## config.mk

```make
export PLATFORM = sky130hd
export DESIGN_NAME = fpu_arbiter
export DESIGN_NICKNAME = d
export VERILOG_FILES = /design/src/rtl/fpu_arbiter_pkg.sv /design/src/rtl/fpu_rr_arb.sv /design/src/rtl/fpu_arbiter.sv
export SDC_FILE = /design/constraint.sdc
export NUM_CORES = 1
export LEC_CHECK = 0
export CORE_AREA = 2 2 206 208
export CTS_BUF_LIST = sky130_fd_sc_hd__clkbuf_2
export DETAILED_ROUTE_END_ITERATION = 6
export DIE_AREA = 0 0 208 210
export PLACE_DENSITY = 0.53
export RECOVER_POWER = 100
export SYNTH_ARGS = -nofsm -noshare
export SYNTH_HDL_FRONTEND = slang
export SYNTH_SLANG_ARGS = --single-unit
export TNS_END_PERCENT = 1
```

## constraint.sdc

```tcl
create_clock -name clk -period 3.4 [get_ports clk]
set_clock_uncertainty 0.1 [all_clocks]
set_input_delay 0.68 -clock clk [delete_from_list [all_inputs] [get_ports clk]]
set_output_delay 0.68 -clock clk [all_outputs]
set_load 0.1 [all_outputs]
```

## src/rtl/fpu_arbiter_pkg.sv

```systemverilog
// rtl/fpu_arbiter_pkg.sv - shared op encodings, FSM states and default latencies for fpu_arbiter
package fpu_arbiter_pkg;

  localparam logic [1:0] OP_ADD = 2'b00;
  localparam logic [1:0] OP_SUB = 2'b01;
  localparam logic [1:0] OP_MUL = 2'b10;
  localparam logic [1:0] OP_DIV = 2'b11;

  localparam int DEF_ADD_LAT = 1;
  localparam int DEF_MUL_LAT = 2;
  localparam int DEF_DIV_LAT = 4;

  typedef enum logic [1:0] {
    ST_IDLE = 2'd0,
    ST_EXEC = 2'd1,
    ST_RESP = 2'd2
  } state_e;

endpackage

```

## src/rtl/fpu_rr_arb.sv

```systemverilog
// rtl/fpu_rr_arb.sv - two-requester round-robin selector with one-hot grant
module fpu_rr_arb (
  input  logic [1:0] req_i,
  input  logic       last_grant_i,
  output logic [1:0] grant_o
);

  // A lone requester wins outright; on a tie the one not served last wins.
  always_comb begin
    grant_o = req_i;
    if (req_i == 2'b11) begin
      grant_o = last_grant_i ? 2'b01 : 2'b10;
    end
  end

endmodule

```

## src/rtl/fpu_arbiter.sv

```systemverilog
// rtl/fpu_arbiter.sv - shares one combinational FPU between two requesters; FPU_ARBITER_STATS_EN adds grant counters
module fpu_arbiter
  import fpu_arbiter_pkg::*;
#(
  parameter int ADD_LAT = DEF_ADD_LAT,
  parameter int MUL_LAT = DEF_MUL_LAT,
  parameter int DIV_LAT = DEF_DIV_LAT
) (
  input  logic        clk,
  input  logic        reset,
  input  logic        req0_valid,
  input  logic [1:0]  req0_op,
  input  logic [63:0] req0_a,
  input  logic [63:0] req0_b,
  output logic        req0_ready,
  input  logic        req1_valid,
  input  logic [1:0]  req1_op,
  input  logic [63:0] req1_a,
  input  logic [63:0] req1_b,
  output logic        req1_ready,
  output logic [1:0]  fpu_op,
  output logic [63:0] fpu_a,
  output logic [63:0] fpu_b,
  input  logic [63:0] fpu_result,
  output logic        rsp_valid,
  output logic        rsp_id,
  output logic [63:0] rsp_result,
  input  logic        rsp_ready,
  output logic        busy
`ifdef FPU_ARBITER_STATS_EN
  ,
  output logic [31:0] grant_cnt0,
  output logic [31:0] grant_cnt1
`endif
);

  localparam int MAX_LAT = (ADD_LAT > MUL_LAT) ?
                           ((ADD_LAT > DIV_LAT) ? ADD_LAT : DIV_LAT) :
                           ((MUL_LAT > DIV_LAT) ? MUL_LAT : DIV_LAT);
  localparam int CNT_W   = $clog2(MAX_LAT) + 1;

  state_e            state_q, state_d;
  logic [CNT_W-1:0]  cnt_q, cnt_d;
  logic              last_grant_q, last_grant_d;
  logic              id_q, id_d;
  logic [1:0]        op_q, op_d;
  logic [63:0]       a_q, a_d;
  logic [63:0]       b_q, b_d;
  logic [63:0]       result_q, result_d;

  logic [1:0]        grant;
  logic [1:0]        sel_op;
  logic [CNT_W-1:0]  load_cnt;

`ifdef FPU_ARBITER_STATS_EN
  logic [31:0]       gcnt0_q, gcnt0_d;
  logic [31:0]       gcnt1_q, gcnt1_d;
`endif

  fpu_rr_arb u_rr_arb (
    .req_i        ({req1_valid, req0_valid}),
    .last_grant_i (last_grant_q),
    .grant_o      (grant)
  );

  assign sel_op = grant[1] ? req1_op : req0_op;

  // Counter preload is latency minus one so that EXEC spans exactly the op latency.
  always_comb begin
    case (sel_op)
      OP_MUL:  load_cnt = CNT_W'(MUL_LAT - 1);
      OP_DIV:  load_cnt = CNT_W'(DIV_LAT - 1);
      default: load_cnt = CNT_W'(ADD_LAT - 1);
    endcase
  end

  // Next-state and handshake logic; ready is only offered while IDLE.
  always_comb begin
    state_d      = state_q;
    cnt_d        = cnt_q;
    last_grant_d = last_grant_q;
    id_d         = id_q;
    op_d         = op_q;
    a_d          = a_q;
    b_d          = b_q;
    result_d     = result_q;
    req0_ready   = 1'b0;
    req1_ready   = 1'b0;
`ifdef FPU_ARBITER_STATS_EN
    gcnt0_d      = gcnt0_q;
    gcnt1_d      = gcnt1_q;
`endif
    case (state_q)
      ST_IDLE: begin
        req0_ready = grant[0];
        req1_ready = grant[1];
        if (|grant) begin
          op_d         = sel_op;
          a_d          = grant[1] ? req1_a : req0_a;
          b_d          = grant[1] ? req1_b : req0_b;
          id_d         = grant[1];
          last_grant_d = grant[1];
          cnt_d        = load_cnt;
          state_d      = ST_EXEC;
`ifdef FPU_ARBITER_STATS_EN
          if (grant[0]) gcnt0_d = gcnt0_q + 32'd1;
          if (grant[1]) gcnt1_d = gcnt1_q + 32'd1;
`endif
        end
      end
      ST_EXEC: begin
        if (cnt_q == '0) begin
          result_d = fpu_result;
          state_d  = ST_RESP;
        end else begin
          cnt_d = cnt_q - 1'b1;
        end
      end
      ST_RESP: begin
        if (rsp_ready) state_d = ST_IDLE;
      end
      default: state_d = ST_IDLE;
    endcase
  end

  // State and datapath registers; reset aborts any operation in flight.
  always_ff @(posedge clk or negedge reset) begin
    if (!reset) begin
      state_q      <= ST_IDLE;
      cnt_q        <= '0;
      last_grant_q <= 1'b1;
      id_q         <= 1'b0;
      op_q         <= 2'b00;
      a_q          <= '0;
      b_q          <= '0;
      result_q     <= '0;
`ifdef FPU_ARBITER_STATS_EN
      gcnt0_q      <= '0;
      gcnt1_q      <= '0;
`endif
    end else begin
      state_q      <= state_d;
      cnt_q        <= cnt_d;
      last_grant_q <= last_grant_d;
      id_q         <= id_d;
      op_q         <= op_d;
      a_q          <= a_d;
      b_q          <= b_d;
      result_q     <= result_d;
`ifdef FPU_ARBITER_STATS_EN
      gcnt0_q      <= gcnt0_d;
      gcnt1_q      <= gcnt1_d;
`endif
    end
  end

  assign fpu_op     = op_q;
  assign fpu_a      = a_q;
  assign fpu_b      = b_q;
  assign rsp_valid  = (state_q == ST_RESP);
  assign rsp_id     = id_q;
  assign rsp_result = result_q;
  assign busy       = (state_q != ST_IDLE);

`ifdef FPU_ARBITER_STATS_EN
  assign grant_cnt0 = gcnt0_q;
  assign grant_cnt1 = gcnt1_q;
`endif

endmodule

```

# Word level (Yosys, flattened, before mapping)
# Index checks and enable logic that the tools add are counted.
[classes] add_sub_neg=1 n_eq_ne=9 n_mux=15 n_reduce_logical=9
[ops] operator="64-bit two-way mux" n=2
[ops] operator="2-bit two-way mux" n=6
[ops] operator="2-bit == test (second input constant)" n=4
[ops] operator="3-bit two-way mux" n=2
[ops] operator="2-bit != test (second input constant)" n=3
[ops] operator="2-bit case mux with 3 select lines" n=1
[ops] operator="3-bit case mux with 2 select lines" n=1
[ops] operator="3-bit AND reduction" n=2
[ops] operator="2-bit case mux with 2 select lines" n=1
[ops] operator="2-bit AND reduction" n=2
[ops] operator="2-bit nonzero test" n=2
[ops] operator="3-bit zero test" n=1
[ops] operator="3-bit by 1-bit subtractor with 3-bit output (second input constant)" n=1
[ops] operator="2-bit by 1-bit == test with 1-bit output (second input constant)" n=1
[ops] operator="2-bit zero test" n=1
[ops] operator="1-bit two-way mux" n=2
[ops] operator="2-bit by 1-bit != test with 1-bit output (second input constant)" n=1
[ops] operator="2-bit OR reduction" n=1
[word_totals] regBits=201 inputBits=329 output_inout_bits=199 word_cells=42

# Depth between registers and ports, before layout
[depth] ltp_word=7 mapped_depth=7

# Modules after synthesis
# Synthesis repeated with hierarchy kept, for this count alone.
[unflattened] hier_cells=598 hier_area_um2=9870.7
[by_module_without_submodules] mod="fpu_arbiter" instances=1 cells_per_inst=595 area_per_inst_um2=9851.9 seq_area_each_um2=5031.1
[by_module_without_submodules] mod="fpu_rr_arb" instances=1 cells_per_inst=3 area_per_inst_um2=18.8 seq_area_each_um2=0.0

# Worst setup path before layout
# No wires, ideal clock.
[synth_path] path_kind="input -> output" from="input port req1_valid" to="output port req1_ready" t_arrival_ns=1.896 required_ns=2.620 setup_slack_ns=0.724 cell_stages=4 path_buffers=2 cell_sequence="a21boi_1 -> buf_2 -> buf_6 -> and2_1"
[synth_via] elab_chain_len=3
[synth_lines] element="start, declared" line="fpu_arbiter.sv:16" source="input logic req1_valid,"
[synth_lines] element="2-bit == test" line="fpu_rr_arb.sv:11" source="if (req_i == 2'b11) begin"
[synth_lines] element="2-bit two-way mux *" line="fpu_rr_arb.sv:11"
[synth_lines] element="1-bit two-way mux *" line="fpu_arbiter.sv:93" source="case (state_q)"
[synth_lines] element="end, declared" line="fpu_arbiter.sv:20" source="output logic req1_ready,"
# Mark *: on every way between the ends. The rest lies on a longest branch, timed or not.

# Worst setup path in the final report
[layout_path] from="register state_q[0]" to="output port req0_ready"
[layout_via] elab_chain_len=2
[layout_lines] element="start, declared" line="fpu_arbiter.sv:42" source="state_e state_q, state_d;"
[layout_lines] element="start signal, assigned" line="fpu_arbiter.sv:142" source="state_q <= state_d;"
[layout_lines] element="2-bit zero test" line="fpu_arbiter.sv:93"
[layout_lines] element="1-bit two-way mux" line="fpu_arbiter.sv:93"
[layout_lines] element="end, declared" line="fpu_arbiter.sv:15" source="output logic req0_ready,"
# No other way between the ends.

==> flow_summary.json <==
{
  "outcome": "complete, but fails checks",
  "violations": "max-capacitance violations, max-slew violations",
  "endpoint": "req0_ready",
  "synth_most_common_cell": "dfrtp_1",
  "grt_max_degree": 83,
  "avgSynthCellArea_um2": 11.85,
  "drt_pass1_iterations": 5,
  "crit_type": "reg -> out",
  "drcViolationCount": 0,
  "grt_pass1_vias": 8349,
  "dp_hpwl_mm": 24.89,
  "worstRegToRegCells": 6,
  "finalSetupViolCount": 0,
  "die_area_um2": 43680,
  "yosys-top-cells-count": "200 x dfrtp_1, 170 x o21ai_0, 131 x mux2i_1",
  "required_ns": 2.62,
  "post_cts_buffers": 0,
  "io_pins": 528,
  "dieHeight_um": 210,
  "vias": 8092,
  "fin_crit_sh_pct": 92.19,
  "holdCritPathClass": "in -> reg",
  "place_congestion": 0.7576,
  "cap_violations": 4,
  "fill_cells": 4447,
  "ff2ff_setup_slack_ns": 0.48,
  "slew_violations": 237,
  "cp_data_arrival_time_ns": 2.35,
  "vias_per_cell": 4.295,
  "async_flop_share_pct": 100.0,
  "clk_pin_slew_ns": 0.10,
  "clockRootBuffer": "clkbuf_2",
  "synth-edff-count": 0,
  "synth_cells": 758,
  "yosys.area.top_type_share_pct": 55.73,
  "clock_path_buffers": 3,
  "ys_warn_count": 0,
  "tightest_slew_ns": 1.933,
  "hold_buffers": 1,
  "drive_gt1_share_pct": 25.91,
  "min_period_ns": 3.134,
  "crit_fanout": 6,
  "seq_area_frac_synth_pct": 56.02,
  "dr.first_iter.drc_count": 369,
  "final_nets": 1633,
  "ys_types": 31,
  "synthesis.nets": 1089,
  "hold_viol": 0,
  "grt_util_all_layers_pct": 15.10,
  "critPathLaunchType": "flip-flop",
  "ant_nets": 0,
  "drt-wirelength-per-cell_um": 18.06,
  "seq_area_um2": 5031,
  "max_stage_delay_ns": 0.45,
  "cp_cell_sequence": "nor2_2, and3_1, buf_4",
  "cts_resized": 0,
  "drt-total-wl_mm": 34.02,
  "fmax_ghz": 0.3191,
  "netlist_area_um2": 8981,
  "yosysTopAreaCell": "dfrtp_1",
  "yosys-top-cells-area": "dfrtp_1 56%, mux2i_1 15%, o21ai_0 9.5%",
  "hold_ws_ns": 0.2068,
  "fin_setup_tns_ns": 0,
  "clock-sinks": 201,
  "io_buffers": 527,
  "setup.worst_path.end_class": "output port",
  "multi_input_area_um2": 3566,
  "core_area_um2": 41480,
  "synth_seq_cells": 201,
  "insertion_delay_ns": 0.94,
  "slew_headroom_pct": -28.85,
  "synth_ff_type": "dfrtp_1",
  "reg2reg_from": "cnt_q[0]",
  "antenna_found_initial": 2,
  "start_util_pct": 21.65,
  "cts_made_buffers": 58,
  "slowest_stage": "dfrtp_1",
  "rsz0062_at_grt": "no",
  "final_core_util_pct": 34.47,
  "num_rows": 75,
  "grt_pass1_wl_mm": 51.12,
  "r2r-end": "rsp_result[12]",
  "crit_start": "state_q[0]",
  "cts_tree": "built",
  "areaGrowthSynthToFinish_pct": 59.20,
  "cts_max_level": 2,
  "dieWidth_um": 208,
  "overflow": 0
}
layout by cell type (no fill, tap or decap), types with 3 or more instances in the layout:
master / Yosys / layout
buf_1: 0 / 3
buf_12: 0 / 6
buf_4: 5 / 7
clkbuf_1: 31 / 29
clkbuf_2: 6 / 260
clkdlybuf4s50_1: 0 / 327
clkinv_1: 0 / 7
clkinv_2: 0 / 3
dfrtp_1: 200 / 200
inv_1: 5 / 5
mux2_1: 4 / 4
mux2_2: 61 / 61
mux2i_1: 131 / 131
nand2_1: 4 / 4
nand2b_1: 3 / 3
nor2_1: 6 / 4
o21ai_0: 170 / 248
o21ai_1: 91 / 13
o221ai_1: 3 / 3
final cells by class:
class	instances	area share [%]
Sequential cell	201	35.19
Timing Repair Buffer	548	31.27
Multi-Input combinational cell	487	24.94
Tap cell	539	4.717
Clock buffer	89	3.115
Clock inverter	12	0.5688
Inverter	6	0.1663
Antenna cell	2	0.03500
how the worst min path moves through the flow:
stage / start / end / slack (ns) / cells after the start
6_report: rsp_ready / state_q[1] / 0.21 / 3
5_1_grt: fpu_result[1] / rsp_result[1] / 0.02 / 2
4_1_cts: reset / rsp_result[39] / 0.03 / 2
3_5_place_dp: rsp_result[57] / rsp_result[57] / 0.38 / 1
3_3_place_gp: rsp_result[57] / rsp_result[57] / 0.37 / 1
2_1_floorplan: reset / cnt_q[0] / 0.28 / 0
registers in the layout (all words and copies together) (netlist names):
name          count
rsp_id            1
state_q           2
cnt_q             3
fpu_b            64
last_grant_q      1
fpu_op            2
fpu_a            64
rsp_result       64
cell families after synthesis:
| kind of cell | after synthesis | synth area share, % |
|---|---|---|
| AO/OA/AOI/OAI | 269 | 15.27 |
| flip-flops | 201 | 56.02 |
| multiplexers | 196 | 22.75 |
| buffers and inverters | 70 | 4.569 |
| AND/OR/NAND/NOR | 20 | 1.115 |
| adder cells (fa/ha/maj) | 2 | 0.2786 |
worst max-delay path, delay by kind of cell, from the launching register on:
| family | cells | cell delay [ns] |
|---|---|---|
| flops | 1 | 0.45 |
| simple gates | 2 | 0.64 |
| buf+inv | 1 | 0.31 |
stage by stage:
stage	setup WS, ns	cells	area [um2]
floorplan	0.7238	758	8981
global placement	0.5130	1780	14380
detailed placement	0.4751	1780	14380
CTS	0.08334	1882	14910
global route	0.03648	1884	14300
finish	0.2657	1884	14300
layer usage:
layer  global-route usage [%]  routed length, um  vias up
met3                    4.544               2408       59
met1                    18.37              13820     3854
met5                        0                  0        -
li1                         -                  -     3855
met2                    25.46              16950      324
met4                    5.160                836        0
Power is not shown: default switching activity piles up to over one toggle a cycle in this logic, so the estimate is an artifact.
